==> src/rtl/ex_seq.sv <==
// ex_seq: multi-cycle execute stage (ALU, move/shift, branch) between decode and writeback handshakes.
// Build macro EX_ITER_SHIFT_EN swaps the barrel shifter for a 1-bit-per-cycle shifter (SHIFT state).
module ex_seq #(
    parameter int DATA_W = 16
) (
    input  logic              clk,
    input  logic              rst,
    input  logic              in_valid,
    output logic              in_ready,
    input  logic              special_enc,
    input  logic [1:0]        first_ld,
    input  logic [2:0]        alu_oc,
    input  logic [3:0]        b_cond,
    input  logic [2:0]        dest_reg,
    input  logic [DATA_W-1:0] op1,
    input  logic [DATA_W-1:0] op2,
    input  logic [DATA_W-1:0] imm,
    output logic              out_valid,
    output logic [DATA_W-1:0] out_result,
    input  logic              out_ready,
    output logic [2:0]        out_dest,
    output logic              out_wr_en,
    output logic              branch_taken,
    output logic [DATA_W-1:0] branch_target,
    output logic [3:0]        flags,
    output logic              busy
);
    localparam int SH_W = $clog2(DATA_W);
    localparam int HALF = DATA_W / 2;

    typedef enum logic [1:0] {IDLE = 2'd0, EXEC = 2'd1, SHIFT = 2'd2, RESP = 2'd3} state_t;
    state_t state_q, state_d;

    logic              enc_q, enc_d;
    logic [1:0]        fld_q, fld_d;
    logic [2:0]        oc_q, oc_d;
    logic [3:0]        cond_q, cond_d;
    logic [2:0]        dest_q, dest_d;
    logic [DATA_W-1:0] op1_q, op1_d, opb_q, opb_d, imm_q, imm_d;
    logic [DATA_W-1:0] res_q, res_d, tgt_q, tgt_d;
    logic              wr_q, wr_d, taken_q, taken_d;
    logic [3:0]        flags_q, flags_d;

    logic [DATA_W:0]   add_s, sub_s;
    logic [DATA_W-1:0] ex_res_s, ex_tgt_s;
    logic              ex_wr_s, ex_taken_s, go_shift_s;
    logic [3:0]        ex_flags_s;
    logic [SH_W-1:0]   amt_s;

`ifdef EX_ITER_SHIFT_EN
    logic [DATA_W-1:0] shv_q, shv_d, shv_nx_s;
    logic [SH_W-1:0]   cnt_q, cnt_d;
    assign go_shift_s = !enc_q && (fld_q == 2'b00) && ((oc_q == 3'd4) || (oc_q == 3'd5)) && (amt_s != '0);
    assign shv_nx_s   = (oc_q == 3'd4) ? {shv_q[DATA_W-2:0], 1'b0} : {1'b0, shv_q[DATA_W-1:1]};
`else
    assign go_shift_s = 1'b0;
`endif

    // Condition codes evaluated against flags = {N,Z,C,V}.
    function automatic logic cond_hold(input logic [3:0] c, input logic [3:0] f);
        logic n_s, z_s, c_s, v_s;
        n_s = f[3];
        z_s = f[2];
        c_s = f[1];
        v_s = f[0];
        case (c)
            4'd0:    cond_hold = z_s;
            4'd1:    cond_hold = !z_s;
            4'd2:    cond_hold = c_s;
            4'd3:    cond_hold = !c_s;
            4'd4:    cond_hold = n_s;
            4'd5:    cond_hold = !n_s;
            4'd6:    cond_hold = v_s;
            4'd7:    cond_hold = !v_s;
            4'd8:    cond_hold = (n_s == v_s);
            4'd9:    cond_hold = (n_s != v_s);
            4'd10:   cond_hold = !z_s && (n_s == v_s);
            4'd11:   cond_hold = z_s || (n_s != v_s);
            4'd14:   cond_hold = 1'b1;
            default: cond_hold = 1'b0;
        endcase
    endfunction

    assign amt_s = opb_q[SH_W-1:0];
    assign add_s = {1'b0, op1_q} + {1'b0, opb_q};
    assign sub_s = {1'b0, op1_q} - {1'b0, opb_q};

    // Single-cycle execute result computed from the latched instruction.
    always_comb begin
        ex_res_s   = '0;
        ex_wr_s    = 1'b0;
        ex_taken_s = 1'b0;
        ex_tgt_s   = '0;
        ex_flags_s = flags_q;
        if (enc_q) begin
            ex_wr_s = 1'b1;
            case (oc_q)
                3'd1: begin
                    ex_res_s      = add_s[DATA_W-1:0];
                    ex_flags_s[1] = add_s[DATA_W];
                    ex_flags_s[0] = (op1_q[DATA_W-1] == opb_q[DATA_W-1]) && (add_s[DATA_W-1] != op1_q[DATA_W-1]);
                end
                3'd2: begin
                    ex_res_s      = sub_s[DATA_W-1:0];
                    ex_flags_s[1] = !sub_s[DATA_W];
                    ex_flags_s[0] = (op1_q[DATA_W-1] != opb_q[DATA_W-1]) && (sub_s[DATA_W-1] != op1_q[DATA_W-1]);
                end
                3'd3:    ex_res_s = op1_q & opb_q;
                3'd4:    ex_res_s = op1_q | opb_q;
                3'd5:    ex_res_s = op1_q ^ opb_q;
                3'd6:    ex_res_s = ~op1_q;
                default: ex_wr_s  = 1'b0;
            endcase
            if (ex_wr_s) begin
                ex_flags_s[3] = ex_res_s[DATA_W-1];
                ex_flags_s[2] = (ex_res_s == '0);
            end else begin
                ex_flags_s = flags_q;
            end
        end else if (fld_q == 2'b00) begin
            ex_wr_s = 1'b1;
            case (oc_q)
                3'd0: ex_res_s = opb_q;
                3'd1: ex_res_s = {opb_q[HALF-1:0], op1_q[HALF-1:0]};
                3'd2: ex_res_s = '0;
                3'd3: ex_res_s = '1;
`ifdef EX_ITER_SHIFT_EN
                3'd4, 3'd5: ex_res_s = op1_q;
`else
                3'd4: ex_res_s = op1_q << amt_s;
                3'd5: ex_res_s = op1_q >> amt_s;
`endif
                default: ex_wr_s = 1'b0;
            endcase
        end else begin
            case (oc_q)
                3'd0: begin
                    ex_taken_s = 1'b1;
                    ex_tgt_s   = imm_q;
                end
                3'd1: begin
                    ex_taken_s = cond_hold(cond_q, flags_q);
                    ex_tgt_s   = imm_q;
                end
                3'd2: begin
                    ex_taken_s = 1'b1;
                    ex_tgt_s   = op1_q;
                end
                default: ex_taken_s = 1'b0;
            endcase
        end
    end

    // Sequencer: accept in IDLE, execute, optional iterative shift, hold response until out_ready.
    always_comb begin
        state_d = state_q;
        enc_d   = enc_q;
        fld_d   = fld_q;
        oc_d    = oc_q;
        cond_d  = cond_q;
        dest_d  = dest_q;
        op1_d   = op1_q;
        opb_d   = opb_q;
        imm_d   = imm_q;
        res_d   = res_q;
        wr_d    = wr_q;
        taken_d = taken_q;
        tgt_d   = tgt_q;
        flags_d = flags_q;
`ifdef EX_ITER_SHIFT_EN
        shv_d   = shv_q;
        cnt_d   = cnt_q;
`endif
        case (state_q)
            IDLE: begin
                if (in_valid) begin
                    state_d = EXEC;
                    enc_d   = special_enc;
                    fld_d   = first_ld;
                    oc_d    = alu_oc;
                    cond_d  = b_cond;
                    dest_d  = dest_reg;
                    op1_d   = op1;
                    opb_d   = first_ld[0] ? op2 : imm;
                    imm_d   = imm;
                end else begin
                    state_d = IDLE;
                end
            end
            EXEC: begin
                if (go_shift_s) begin
                    state_d = SHIFT;
`ifdef EX_ITER_SHIFT_EN
                    shv_d   = op1_q;
                    cnt_d   = amt_s;
`endif
                end else begin
                    state_d = RESP;
                    res_d   = ex_res_s;
                    wr_d    = ex_wr_s;
                    taken_d = ex_taken_s;
                    tgt_d   = ex_tgt_s;
                    flags_d = ex_flags_s;
                end
            end
            SHIFT: begin
`ifdef EX_ITER_SHIFT_EN
                shv_d = shv_nx_s;
                cnt_d = cnt_q - SH_W'(1);
                if (cnt_q == SH_W'(1)) begin
                    state_d = RESP;
                    res_d   = shv_nx_s;
                    wr_d    = 1'b1;
                    taken_d = 1'b0;
                    tgt_d   = '0;
                end else begin
                    state_d = SHIFT;
                end
`else
                state_d = IDLE;
`endif
            end
            RESP: begin
                if (out_ready) begin
                    state_d = IDLE;
                    wr_d    = 1'b0;
                end else begin
                    state_d = RESP;
                end
            end
            default: state_d = IDLE;
        endcase
    end

    // State and datapath registers; reset abandons any in-flight operation.
    always_ff @(posedge clk or posedge rst) begin
        if (rst) begin
            state_q <= IDLE;
            enc_q   <= 1'b0;
            fld_q   <= 2'b00;
            oc_q    <= 3'd0;
            cond_q  <= 4'd0;
            dest_q  <= 3'd0;
            op1_q   <= '0;
            opb_q   <= '0;
            imm_q   <= '0;
            res_q   <= '0;
            wr_q    <= 1'b0;
            taken_q <= 1'b0;
            tgt_q   <= '0;
            flags_q <= 4'd0;
`ifdef EX_ITER_SHIFT_EN
            shv_q   <= '0;
            cnt_q   <= '0;
`endif
        end else begin
            state_q <= state_d;
            enc_q   <= enc_d;
            fld_q   <= fld_d;
            oc_q    <= oc_d;
            cond_q  <= cond_d;
            dest_q  <= dest_d;
            op1_q   <= op1_d;
            opb_q   <= opb_d;
            imm_q   <= imm_d;
            res_q   <= res_d;
            wr_q    <= wr_d;
            taken_q <= taken_d;
            tgt_q   <= tgt_d;
            flags_q <= flags_d;
`ifdef EX_ITER_SHIFT_EN
            shv_q   <= shv_d;
            cnt_q   <= cnt_d;
`endif
        end
    end

    assign in_ready      = (state_q == IDLE);
    assign busy          = (state_q != IDLE);
    assign out_valid     = (state_q == RESP);
    assign out_result    = res_q;
    assign out_dest      = dest_q;
    assign out_wr_en     = wr_q;
    assign branch_taken  = taken_q;
    assign branch_target = tgt_q;
    assign flags         = flags_q;
endmodule

==> config.mk <==
export PLATFORM = sky130hd
export DESIGN_NAME = ex_seq
export DESIGN_NICKNAME = d
export VERILOG_FILES = /design/src/rtl/ex_seq.sv
export SDC_FILE = /design/constraint.sdc
export NUM_CORES = 1
export LEC_CHECK = 0
export CAP_MARGIN = 20
export CORE_UTILIZATION = 35
export CTS_CLUSTER_DIAMETER = 200
export DETAILED_ROUTE_END_ITERATION = 16
export HOLD_SLACK_MARGIN = 0.08
export PLACE_DENSITY_LB_ADDON = 0.2
export SYNTH_ARGS = -nofsm -noshare
export SYNTH_HDL_FRONTEND = slang
export SYNTH_SLANG_ARGS = --single-unit
==> constraint.sdc <==
create_clock -name clk -period 5.2 [get_ports clk]
set_clock_uncertainty 0.1 [all_clocks]
set_input_delay 1.3 -clock clk [delete_from_list [all_inputs] [get_ports clk]]
set_output_delay 1.3 -clock clk [all_outputs]
set_load 0.01 [all_outputs]
Word-level counts from Yosys, hierarchy flattened
Cells that the tools add are included.
- register bits: 101
- bits of input ports: 65
- output and inout port bits: 44
- word-level logic and storage cells: 100
- $add $sub $neg: 2
- eq/ne operators: 28
- shift-type cells: 2
- mux-type cells: 24
- bitwise operators: 4
- reduce and logical (&&, ||, !) cells: 25
- operators with widths (operator ; count):
    16-bit 2-to-1 mux ; 6
    16-bit one-hot mux with 6 select lines ; 1
    16-bit one-hot mux with 5 select lines ; 1
    16-bit one-hot mux with 2 select lines ; 1
    4-bit == test (second input constant) ; 5
    16-bit by 16-bit adder with 17-bit output ; 1
    16-bit by 16-bit subtractor with 17-bit output ; 1
    16-bit AND ; 1
    4-bit by 3-bit == test with 1-bit output (second input constant) ; 4
    16-bit logical NOT ; 1
    16-bit NOT ; 1
    16-bit OR ; 1
    16-bit by 4-bit << shifter with 16-bit output ; 1
    16-bit by 4-bit right shift with 16-bit output ; 1
    16-bit bitwise XOR ; 1
    1-bit one-hot mux with 13 select lines ; 1
    6-bit OR reduction ; 2
    3-bit == test (second input constant) ; 3
    1-bit 2-to-1 mux ; 9
    4-bit by 2-bit == test with 1-bit output (second input constant) ; 2
    2-bit one-hot mux with 4 select lines ; 1
    3-bit by 2-bit == test with 1-bit output (second input constant) ; 2
    2-bit nonzero test ; 3
    1-bit logical NOT ; 5
    19 further kinds ; 30

Longest topological paths before layout
Gate-level depths: netlist (run 1).
- depth in word-level cells: 6
- mapped depth: 14
- gate-level depth less buffers: 13

Worst setup path after synthesis (run 1)
No wires, ideal clock.
- kind: reg2reg
- start: register opb_q[2]
- end: register flags_q[2] (netlist: flags[2])
- library setup time: 0.095 ns
- data arrival time: 3.396 ns
- data required time: 5.005 ns
- path slack: 1.609 ns
- cell stages (with the launch flop): 15
- path buffers: 3
- period minus slack after synthesis: 3.591 ns
- cells stage by stage: dfrtp_1 clkbuf_1 clkinv_1 clkbuf_1 ha_1 buf_6 nand2b_4 a221oi_4 a21oi_2 a211o_1 a211oi_2 and4_1 nor2_1 or4_1 o31ai_1
- longest elaborated chain between the ends: 4
- elaborated cells between the ends (all ways): 8
- classes of those cells: add/sub: 2; mux: 2; bitwise: 3; reduce/logical: 1
- RTL lines (element ; RTL line ; RTL):
    from (decl) ; 39 ; logic [DATA_W-1:0] op1_q, op1_d, opb_q, opb_d, imm_q, imm_d;
    from (signal assigned) ; 264 ; opb_q <= opb_d;
    16-bit by 16-bit subtractor with 17-bit output, or another cell as far along ; 86 ; assign sub_s = {1'b0, op1_q} - {1'b0, opb_q};
    16-bit one-hot mux with 6 select lines * ; 97 ; case (oc_q)
    16-bit 2-to-1 mux * ; 95 ; if (enc_q) begin
    16-bit logical NOT * ; 116 ; ex_flags_s[2] = (ex_res_s == '0);
    to (signal assigned) ; 270 ; flags_q <= flags_d;
    to (decl) ; 42 ; logic [3:0] flags_q, flags_d;
Mark *: on every way between the ends. The rest lies on a longest branch, timed or not. The select of a mux whose other input is x is not followed.
A chain may end at the register's enable or synchronous reset.

Worst setup path after layout (run 1)
- start: register opb_q[3]
- end: register flags_q[2] (netlist: flags[2])
The elaborated chain is that of the path after synthesis.

==> results.toml, run 1 <==
[cells_and_area]
fillCellCount = 2535
layout-drive-gt1-share_pct = 9.45
diodes = 0
area_growth_pct = 18.6
layout_commonest_cell = "clkdlybuf4s50_1"
fin_nets = 1238
final_cell_mix = "108 x clkdlybuf4s50_1, 101 x dfrtp_1, 98 x nor2_1, 95 x nand2_1, 82 x o21ai_0"

[critical_path]
cp.required_ns = 5.35
crit_chain = "inv_1, ha_1, o21ai_1, a21oi_2, o21ai_1, a2111oi_0, o41ai_1, o41ai_1, nand4_1, or4_1, o31ai_1"
crit_slowest_cell = "dfrtp_1"
slowest_delay_ns = 0.81
r2r_start = "opb_q[3]$_DFFE_PP0P_"
r2r_setup_slack_ns = 0.90
reg2regPathDepth = 11
worstReg2RegEnd = "flags[2]$_DFFE_PP0P_"
crit_end = "flags[2]$_DFFE_PP0P_"
crit_path_start = "opb_q[3]$_DFFE_PP0P_"
arrival_ns = 4.45
critPathCaptureType = "register"
crit_fanout = 23
crit_type = "reg2reg"
cp-start-kind = "register"

[sta]
rsz0062_at_grt = "false"
fin_setup_tns_ns = 0
setup_viol = 0
slew_viol_final = 0
tightest_slew_ns = 0.990
fin_crit_sh_pct = 82.6
slew_headroom_pct = 33.9
fmax_ghz = 0.233
finalWorstSetupSlack_ns = 0.904
hold_viol = 0
finalCriticalPeriod_ns = 4.30

[clocking]
clk_latency_ns = 0.37
cts_resized = 0
clock_path_buffers = 2
cts_tree = "done"
clock_sinks = 101
numCtsBuffers = 9
clockRootBuffer = "clkbuf_16"
postCtsHoldBufs = 0
post-cts-setup-buffers = 0
cts_max_level = 3
clkTransAtPathRegs_ns = 0.08

[power]
p_total_mw = 8.02
powerDensity_nw_per_um2 = 777
vdd.ir_drop.worst_mv = 0.273
power_leakage_nw = 4.29

[place]
io_buffers = 108
gp_congestion = 0.951
dp_hpwl_mm = 23.9
dpl_worst_slack_ns = 1.00

[logic_synthesis]
synth_xor_xnor_area_share_pct = 0.402
synth_top_family_by_area = "compound AO/OA/AOI/OAI gates"
ys_ff_latch = 101
synth_compound_area_share_pct = 28.6
synth_area_um2 = 8710
synth_edf_count = 0
synth_adder_area_share_pct = 8.22
synth_cells = 1054
yosys_warnings = 0
synthMuxAreaShare_pct = 10.2
synth_cell_types = 84
synth_async_sr_flop_share_pct = 100
synth-main-ff-cell = "dfrtp_1"
syn_nets = 1175
syn_area_per_cell_um2 = 8.26
synth_simple_gate_area_share_pct = 16.8
ys_seq_area_share_pct = 29.0

[floorplan]
die_height_um = 160
ios = 109
initial_utilization_pct = 35.7
core.rowCount = 57
core_area_um2 = 24400
die_w_um = 160
die_area_um2 = 25500

[global_routing]
grt-ovfl-total = 0
grt_pass1_wl_mm = 49.6
grt_pass1_vias = 8152
grt_antenna_before_repair = 0
track_usage_pct = 25.1
grt_start_max_net_pins = 80

[drt]
wire_per_inst_um = 22.2
drtIter0Drc = 669
drc = 0
wirelength_mm = 32.1
routed_via_density = 5.94
drtPass1Iterations = 6
ant_nets = 0
vias = 8592

[min_path]
hold_class = "reg2reg"

[flow_run]
max_cap_viol_count = 0

[status]
status = "complete, no violations"
## critical path: cells and delay by family, from the launching register on
| kind | cells | cell delay [ns] |
|---|---|---|
| buffers and inverters | 1 | 0.30 |
| AOI/OAI and AO/OA | 7 | 1.64 |
| and+or+nand+nor | 2 | 0.74 |
| adders and majority gates | 1 | 0.60 |
| DFF | 1 | 0.81 |
## how the worst min path moves through the flow
stage | from | to | slack, ns | depth (start not counted)
final | branch_target[12]$_DFFE_PP0P_ | branch_target[12]$_DFFE_PP0P_ | 0.40 | 2
after global routing | branch_target[6]$_DFFE_PP0P_ | branch_target[6]$_DFFE_PP0P_ | 0.43 | 2
after CTS | branch_target[12]$_DFFE_PP0P_ | branch_target[12]$_DFFE_PP0P_ | 0.40 | 2
after detailed placement | branch_target[10]$_DFFE_PP0P_ | branch_target[10]$_DFFE_PP0P_ | 0.37 | 2
after global placement | branch_target[12]$_DFFE_PP0P_ | branch_target[12]$_DFFE_PP0P_ | 0.37 | 2
after floorplan | imm_q[10]$_DFFE_PP0P_ | imm_q[10]$_DFFE_PP0P_ | 0.38 | 1
## per-layer routing
| layer | routed length (µm) | global-route usage, % |
|---|---|---|
| met1 | 14900 | 36.4 |
| met2 | 14300 | 38.5 |
| met3 | 2260 | 3.71 |
| met4 | 628 | 6.73 |
| met5 | 0 | 0 |
## logic make-up after synthesis
kind of cell,after synthesis
compound gates,367
simple gates,308
buf+inv,138
flops,101
mux,80
fa+ha+maj,56
xor+xnor,4
## power breakdown
part	switching [mW]	internal [mW]
sequential	0.573	1.14
combinational	3.39	2.19
clock	0.369	0.354
## stage by stage
step,instance area (µm²),utilization [%],hold WS (ns),instances
2_1_floorplan,8710,-,0.382,1054
3_3_place_gp,10000,41.1,0.373,1430
3_5_place_dp,10000,41.1,0.371,1430
4_1_cts,10300,42.3,0.402,1446
5_1_grt,10300,42.3,0.428,1446
6_report,10300,42.3,0.397,1446
## state kept, by name (all words and copies together), names as in the netlist
name,count
fld_q,2
out_result,16
state_q,2
branch_taken,1
out_wr_en,1
flags,4
enc_q,1
opb_q,16
op1_q,16
out_dest,3
branch_target,16
cond_q,4
imm_q,16
oc_q,3
## synth_stat cells (all sizes together) (13+ instances only)
| library cell | number | area (µm²) |
|---|---|---|
| inv | 54 | 203 |
| nor2b | 16 | 108 |
| mux2i | 44 | 440 |
| dfrtp | 101 | 2530 |
| ha | 54 | 676 |
| a22oi | 26 | 195 |
| nand2b | 15 | 101 |
| nand3 | 13 | 77.6 |
| clkbuf | 48 | 180 |
| o211ai | 24 | 180 |
| o21ai | 90 | 450 |
| nand2 | 95 | 357 |
| buf | 35 | 204 |
| nor3 | 23 | 126 |
| nor2 | 99 | 372 |
| a21oi | 82 | 429 |
| mux2 | 32 | 360 |
| a211oi | 18 | 150 |
| a31oi | 16 | 100 |
## final cells by class
class / count / area, µm² / share of cell area (%)
sequential: 101 / 2530 / 24.5
clock buffer: 10 / 239 / 2.31
clock inverter: 6 / 67.6 / 0.654
timing repair buffer: 135 / 1280 / 12.4
multi-input combinational: 815 / 5600 / 54.2
inverter: 55 / 209 / 2.02
tap: 324 / 405 / 3.93
No activity file was read; power rests on OpenSTA's default activity.
==> run 2, diff against run 1 <==
Clock period 5.2 ns to 3.48 ns, I/O delays scaled along.
==> run 2 against run 1 <==
Effect of this change: highest routed layer is now met5; die area unchanged; register-to-register slack got worse by 0.91 ns; critical endpoint unchanged; sequential power rose by 29%; largest power group unchanged; combinational power increased by 79%; utilization grew 3.3 points; the flow now finishes with violations (negative setup slack); flip-flop and latch count unchanged; cell area up 7.9%.
==> results.toml, run 2 (synthesis results as in run 1) <==
[status]
status = "complete, but fails checks"
violations = "negative setup slack"

[cells_and_area]
diodes = 0
instances_no_fill = 1545
layout_commonest_cell = "buf_4"
final_cell_mix = "123 x buf_4, 108 x clkdlybuf4s50_1, 101 x dfrtp_1, 98 x nor2_1, 95 x nand2_1"
fin_nets = 1337
area_growth_pct = 27.9
layout-drive-gt1-share_pct = 17.4

[floorplan]
die_height_um = 160
ios = 109
core_area_um2 = 24400
core.rowCount = 57
die_area_um2 = 25500
die_w_um = 160
initial_utilization_pct = 35.7

[clocking]
cts_max_level = 3
clock_path_buffers = 2
clkTransAtPathRegs_ns = 0.08
clk_latency_ns = 0.38
clockRootBuffer = "clkbuf_16"
numCtsBuffers = 9
clock_sinks = 101
cts_tree = "done"
postCtsHoldBufs = 0

[critical_path]
crit_type = "reg2reg"
reg2regPathDepth = 12
cp-start-kind = "register"
crit_path_start = "op1_q[0]$_DFFE_PP0P_"
arrival_ns = 3.67
critPathCaptureType = "register"
crit_chain = "ha_1, inv_1, fa_1, or2_2, a31oi_1, o221ai_1, nor4_2, nand4_1, nor4_2, nand4_1, or4_1, o31ai_1"
crit_end = "flags[2]$_DFFE_PP0P_"
slowest_delay_ns = 0.50
crit_fanout = 3
crit_slowest_cell = "or4_1"
r2r_start = "op1_q[0]$_DFFE_PP0P_"
r2r_setup_slack_ns = -0.009
cp.required_ns = 3.66
worstReg2RegEnd = "flags[2]$_DFFE_PP0P_"

[global_routing]
grt_pass1_vias = 8499
track_usage_pct = 26.2
grt-ovfl-total = 0
grt_pass1_wl_mm = 51.3
grt_antenna_before_repair = 1
grt_start_max_net_pins = 66

[sta]
finalCriticalPeriod_ns = 3.49
fin_crit_sh_pct = 100
setup_viol = 1
fmax_ghz = 0.287
slew_viol_final = 0
fin_setup_tns_ns = -0.00941
rsz0062_at_grt = "true"
hold_viol = 0
tightest_slew_ns = 0.909
slew_headroom_pct = 39.3
finalWorstSetupSlack_ns = -0.00941

[power]
power_leakage_nw = 4.77
powerDensity_nw_per_um2 = 1190
switching_share_pct = 51.4
sequentialPowerShare_pct = 16.6
comb_power_share_pct = 75.3
p_total_mw = 13.3
power.internal_mw = 6.45
clockPowerShare_pct = 8.2
vdd.ir_drop.worst_mv = 0.391
p_switching_mw = 6.82

[drt]
wirelength_mm = 33.3
drtIter0Drc = 783
wire_per_inst_um = 21.6
ant_nets = 0
vias = 8905
drtPass1Iterations = 5
routed_via_density = 5.76
drc = 0

[place]
dp_cells = 1527
dp_hpwl_mm = 25.7
gp_congestion = 0.983
io_buffers = 108

[min_path]
hold_class = "reg2reg"
hold_depth = 2

[flow_run]
max_cap_viol_count = 0
run 2: cell count changes in the layout (fill, tap and decap cells not counted), sizes merged:
cell | before | now
clkinv | 4 | 2
buf | 27 | 126
clkinvlp | 0 | 2
run 2: worst min-delay path by stage:
stage / startpoint / to / slack (ns)
final: branch_target[12]$_DFFE_PP0P_ / branch_target[12]$_DFFE_PP0P_ / 0.39
after floorplan: imm_q[10]$_DFFE_PP0P_ / imm_q[10]$_DFFE_PP0P_ / 0.38
after detailed placement: branch_target[4]$_DFFE_PP0P_ / branch_target[4]$_DFFE_PP0P_ / 0.38
after CTS: branch_target[2]$_DFFE_PP0P_ / branch_target[2]$_DFFE_PP0P_ / 0.40
after global placement: branch_target[12]$_DFFE_PP0P_ / branch_target[12]$_DFFE_PP0P_ / 0.37
after global routing: imm_q[14]$_DFFE_PP0P_ / imm_q[14]$_DFFE_PP0P_ / 0.43
run 2: timing repair:
action	CTS	global route
setup endpoints to repair	2	3
resized for setup	4	3
endpoints found under the hold margin	0	0
setup buffers	2	0
pin swaps	4	2
run 2: per-layer routing:
| metal | part of all wire, % | global-route usage, % |
|---|---|---|
| met4 | 2.9 | 9.57 |
| met3 | 6.7 | 3.53 |
| met2 | 44 | 39.0 |
| met1 | 47 | 38.2 |
| met5 | 0.039 | 0 |
run 2: critical path, delay by kind of cell, from the launching register on:
kind                       cells  cell delay (ns)
AOI/OAI and AO/OA              3             0.51
adders and majority gates      2             0.63
and+or+nand+nor                6             1.71
buffers and inverters          1             0.06
DFF                            1             0.39
run 2: per-stage QoR:
stage	utilization, %	hold slack [ns]	setup slack [ns]	cell area [µm²]
after CTS	45.6	0.400	0.00122	11100
after global placement	44.2	0.373	-0.129	10800
after detailed placement	44.2	0.377	-0.206	10800
final	45.7	0.394	-0.00941	11100
after floorplan	-	0.382	0.0317	8710
after global routing	45.7	0.433	-0.125	11100
run 2: final cells by class:
type	instances	area (µm²)
clock buffers	10	229
repair buffers	234	2060
inverters	55	211
multi-input cells	815	5640
fillers	2502	13300
flip-flops and latches	101	2530
well taps	324	405
clock inverters	6	63.8
run 2: power by group through the flow:
stage	Combinational, mW	Clock, mW	Sequential [mW]
2_1_floorplan	5.88	0	2.22
3_3_place_gp	9.73	0	2.20
3_5_place_dp	9.69	0	2.20
4_1_cts	9.82	1.11	2.19
5_1_grt	10.8	1.14	2.27
6_report	9.98	1.09	2.20
==> run 3, diff against run 2 <==
Settings changed: ABC_AREA set to 1.
==> run 3 against run 2 <==
Effect of this change: the flow now finishes without violations; clock-buffer cell count shrank 1; total power shrank 12%; utilization decreased by 3.2 points; critical endpoint unchanged; largest power group unchanged.
==> results.toml, run 3 <==
[power]
clockPowerShare_pct = 9.4
power_leakage_nw = 4.94
comb_power_share_pct = 72.3
powerDensity_nw_per_um2 = 1130
power.internal_mw = 4.92
vdd.ir_drop.worst_mv = 0.415
p_total_mw = 11.7
switching_share_pct = 58.0
p_switching_mw = 6.79
sequentialPowerShare_pct = 18.3

[min_path]
hold_class = "reg2reg"

[clocking]
clock_path_buffers = 2
clk_latency_ns = 0.37
numCtsBuffers = 9
cts_resized = 0
post-cts-setup-buffers = 0
cts_max_level = 3
clock_sinks = 101
clockRootBuffer = "clkbuf_16"
cts_tree = "done"
postCtsHoldBufs = 0
clkTransAtPathRegs_ns = 0.09

[critical_path]
critPathCaptureType = "register"
cp.required_ns = 3.69
crit_fanout = 17
arrival_ns = 3.02
r2r_setup_slack_ns = 0.67
crit_type = "reg2reg"
cp-start-kind = "register"

[sta]
finalCriticalPeriod_ns = 2.81
finalWorstSetupSlack_ns = 0.666
fmax_ghz = 0.355
fin_crit_sh_pct = 80.8
slew_viol_final = 0
slew_headroom_pct = 44.3
setup_viol = 0
fin_setup_tns_ns = 0
rsz0062_at_grt = "false"
hold_viol = 0
tightest_slew_ns = 0.834

[place]
io_buffers = 108
gp_congestion = 0.954
dpl_worst_slack_ns = 0.723
dp_hpwl_mm = 26.4

[logic_synthesis]
syn_nets = 1400
synth_area_um2 = 8720
synth_cells = 1279
synth_edf_count = 0
synthTopCellsByArea = "dfrtp_1 29%, nand2_1 16%, ha_1 7.7%"
yosys_warnings = 0
synth_top_area_share_pct = 29.0
synthTopCellsByCount = "371 x nand2_1, 125 x inv_1, 111 x o21ai_0"
synth_cell_types = 52
ys_ff_latch = 101
syn_area_per_cell_um2 = 6.82
yosysMostFrequentCell = "nand2_1"
synth-main-ff-cell = "dfrtp_1"
synth_async_sr_flop_share_pct = 100
ys_seq_area_share_pct = 29.0
yosysTopAreaCell = "dfrtp_1"

[floorplan]
die_height_um = 160
core_area_um2 = 24400
die_w_um = 160
initial_utilization_pct = 35.7
ios = 109
die_area_um2 = 25500
core.rowCount = 57

[cells_and_area]
fillCellCount = 2631
layout-drive-gt1-share_pct = 7.33
layout_commonest_cell = "nand2_1"
diodes = 0
area_growth_pct = 18.7
final_cell_mix = "371 x nand2_1, 124 x inv_1, 111 x o21ai_0, 108 x clkdlybuf4s50_1, 105 x nand3_1"
fin_nets = 1480
final_util_pct = 42.4
multiInputGateArea_um2 = 5290
regArea_um2 = 2530

[drt]
drtIter0Drc = 853
wirelength_mm = 34.3
drtPass1Iterations = 6
ant_nets = 0
wl_met2_mm = 15.2
top_layer_used = "met4"
m1WireLength_mm = 16.1
drc = 0
vias = 9102
wire_per_inst_um = 20.3
wl_met3_mm = 2.23
routed_via_density = 5.39

[status]
status = "complete, no violations"

[global_routing]
grt_antenna_before_repair = 0
grt-ovfl-total = 0
track_usage_pct = 26.8
grt_pass1_vias = 8698
grt_start_max_net_pins = 102
grt_pass1_wl_mm = 52.4

[flow_run]
max_cap_viol_count = 0
[run 3: cell types whose count changed in the layout (fill, tap and decap cells not counted), moves of 24 or more]
cell | before | now
o22ai_1 | 8 | 32
buf_4 | 123 | 22
mux2i_1 | 44 | 6
nand2_1 | 95 | 371
nand3_1 | 12 | 105
o21ai_0 | 82 | 111
mux2_2 | 32 | 0
a21oi_1 | 79 | 41
inv_1 | 51 | 124
[run 3: cells by family (layout without fill, tap and decap cells)]
family | Yosys count | in the layout | synth area share, %
and+or+nand+nor | 629 | 629 | 31.6
xor gates and xnor gates | 1 | 1 | 0.100
AOI/OAI and AO/OA | 283 | 283 | 20.1
buffers and inverters | 203 | 288 | 10.4
adders and majority gates | 56 | 56 | 8.21
DFF | 101 | 101 | 29.0
muxes | 6 | 6 | 0.689
[run 3: per-stage QoR]
stage               cells  hold slack [ns]  cell area (µm²)
floorplan            1279            0.349             8720
global placement     1672            0.365            10000
detailed placement   1672            0.370            10000
CTS                  1688            0.393            10300
global route         1688            0.413            10300
finish               1688            0.386            10300
[run 3: area by class of cell]
type	count	area share [%]
clock buffers	9	2.18
inverters	140	5.14
flip-flops and latches	101	24.4
well taps	324	3.92
multi-input cells	975	51.1
repair buffers	132	12.4
clock inverters	7	0.834
[run 3: routing by layer]
layer	vias to the layer above	global-route usage [%]
li1	4414	-
met1	4273	38.4
met2	374	41.8
met3	41	3.84
met4	0	7.92
met5	-	0
[run 3: critical path, stage by stage, from the launching register on]
cell and delay, ns:
dfrtp_1 0.76, inv_2 0.35, nand3_4 0.33, inv_4 0.16
a211oi_1 0.45, nand2_1 0.10, nor2_1 0.18, nand2_1 0.11
nor2_1 0.09, nand3_1 0.07, nand2_1 0.05
[run 3: power by group through the flow]
stage          clock network, mW  registers (mW)  logic [mW]
2_1_floorplan                  0            2.08        5.80
3_3_place_gp                   0            2.14        8.36
3_5_place_dp                   0            2.15        8.30
4_1_cts                     1.12            2.13        8.34
5_1_grt                     1.16            2.20        9.27
6_report                    1.10            2.14        8.47
[run 3: worst paths after layout]
kind,startpoint,end,depth (start not counted)
max in group asynchronous,rst,op1_q[1]$_DFFE_PP0P_,3
worst min register to register,imm_q[11]$_DFFE_PP0P_,imm_q[11]$_DFFE_PP0P_,2
worst max-delay path,oc_q[2]$_DFFE_PP0P_,flags[2]$_DFFE_PP0P_,10
worst min-delay path,imm_q[11]$_DFFE_PP0P_,imm_q[11]$_DFFE_PP0P_,2
min in group asynchronous,rst,branch_taken$_DFFE_PP0P_,3
worst max register to register,oc_q[2]$_DFFE_PP0P_,flags[2]$_DFFE_PP0P_,10
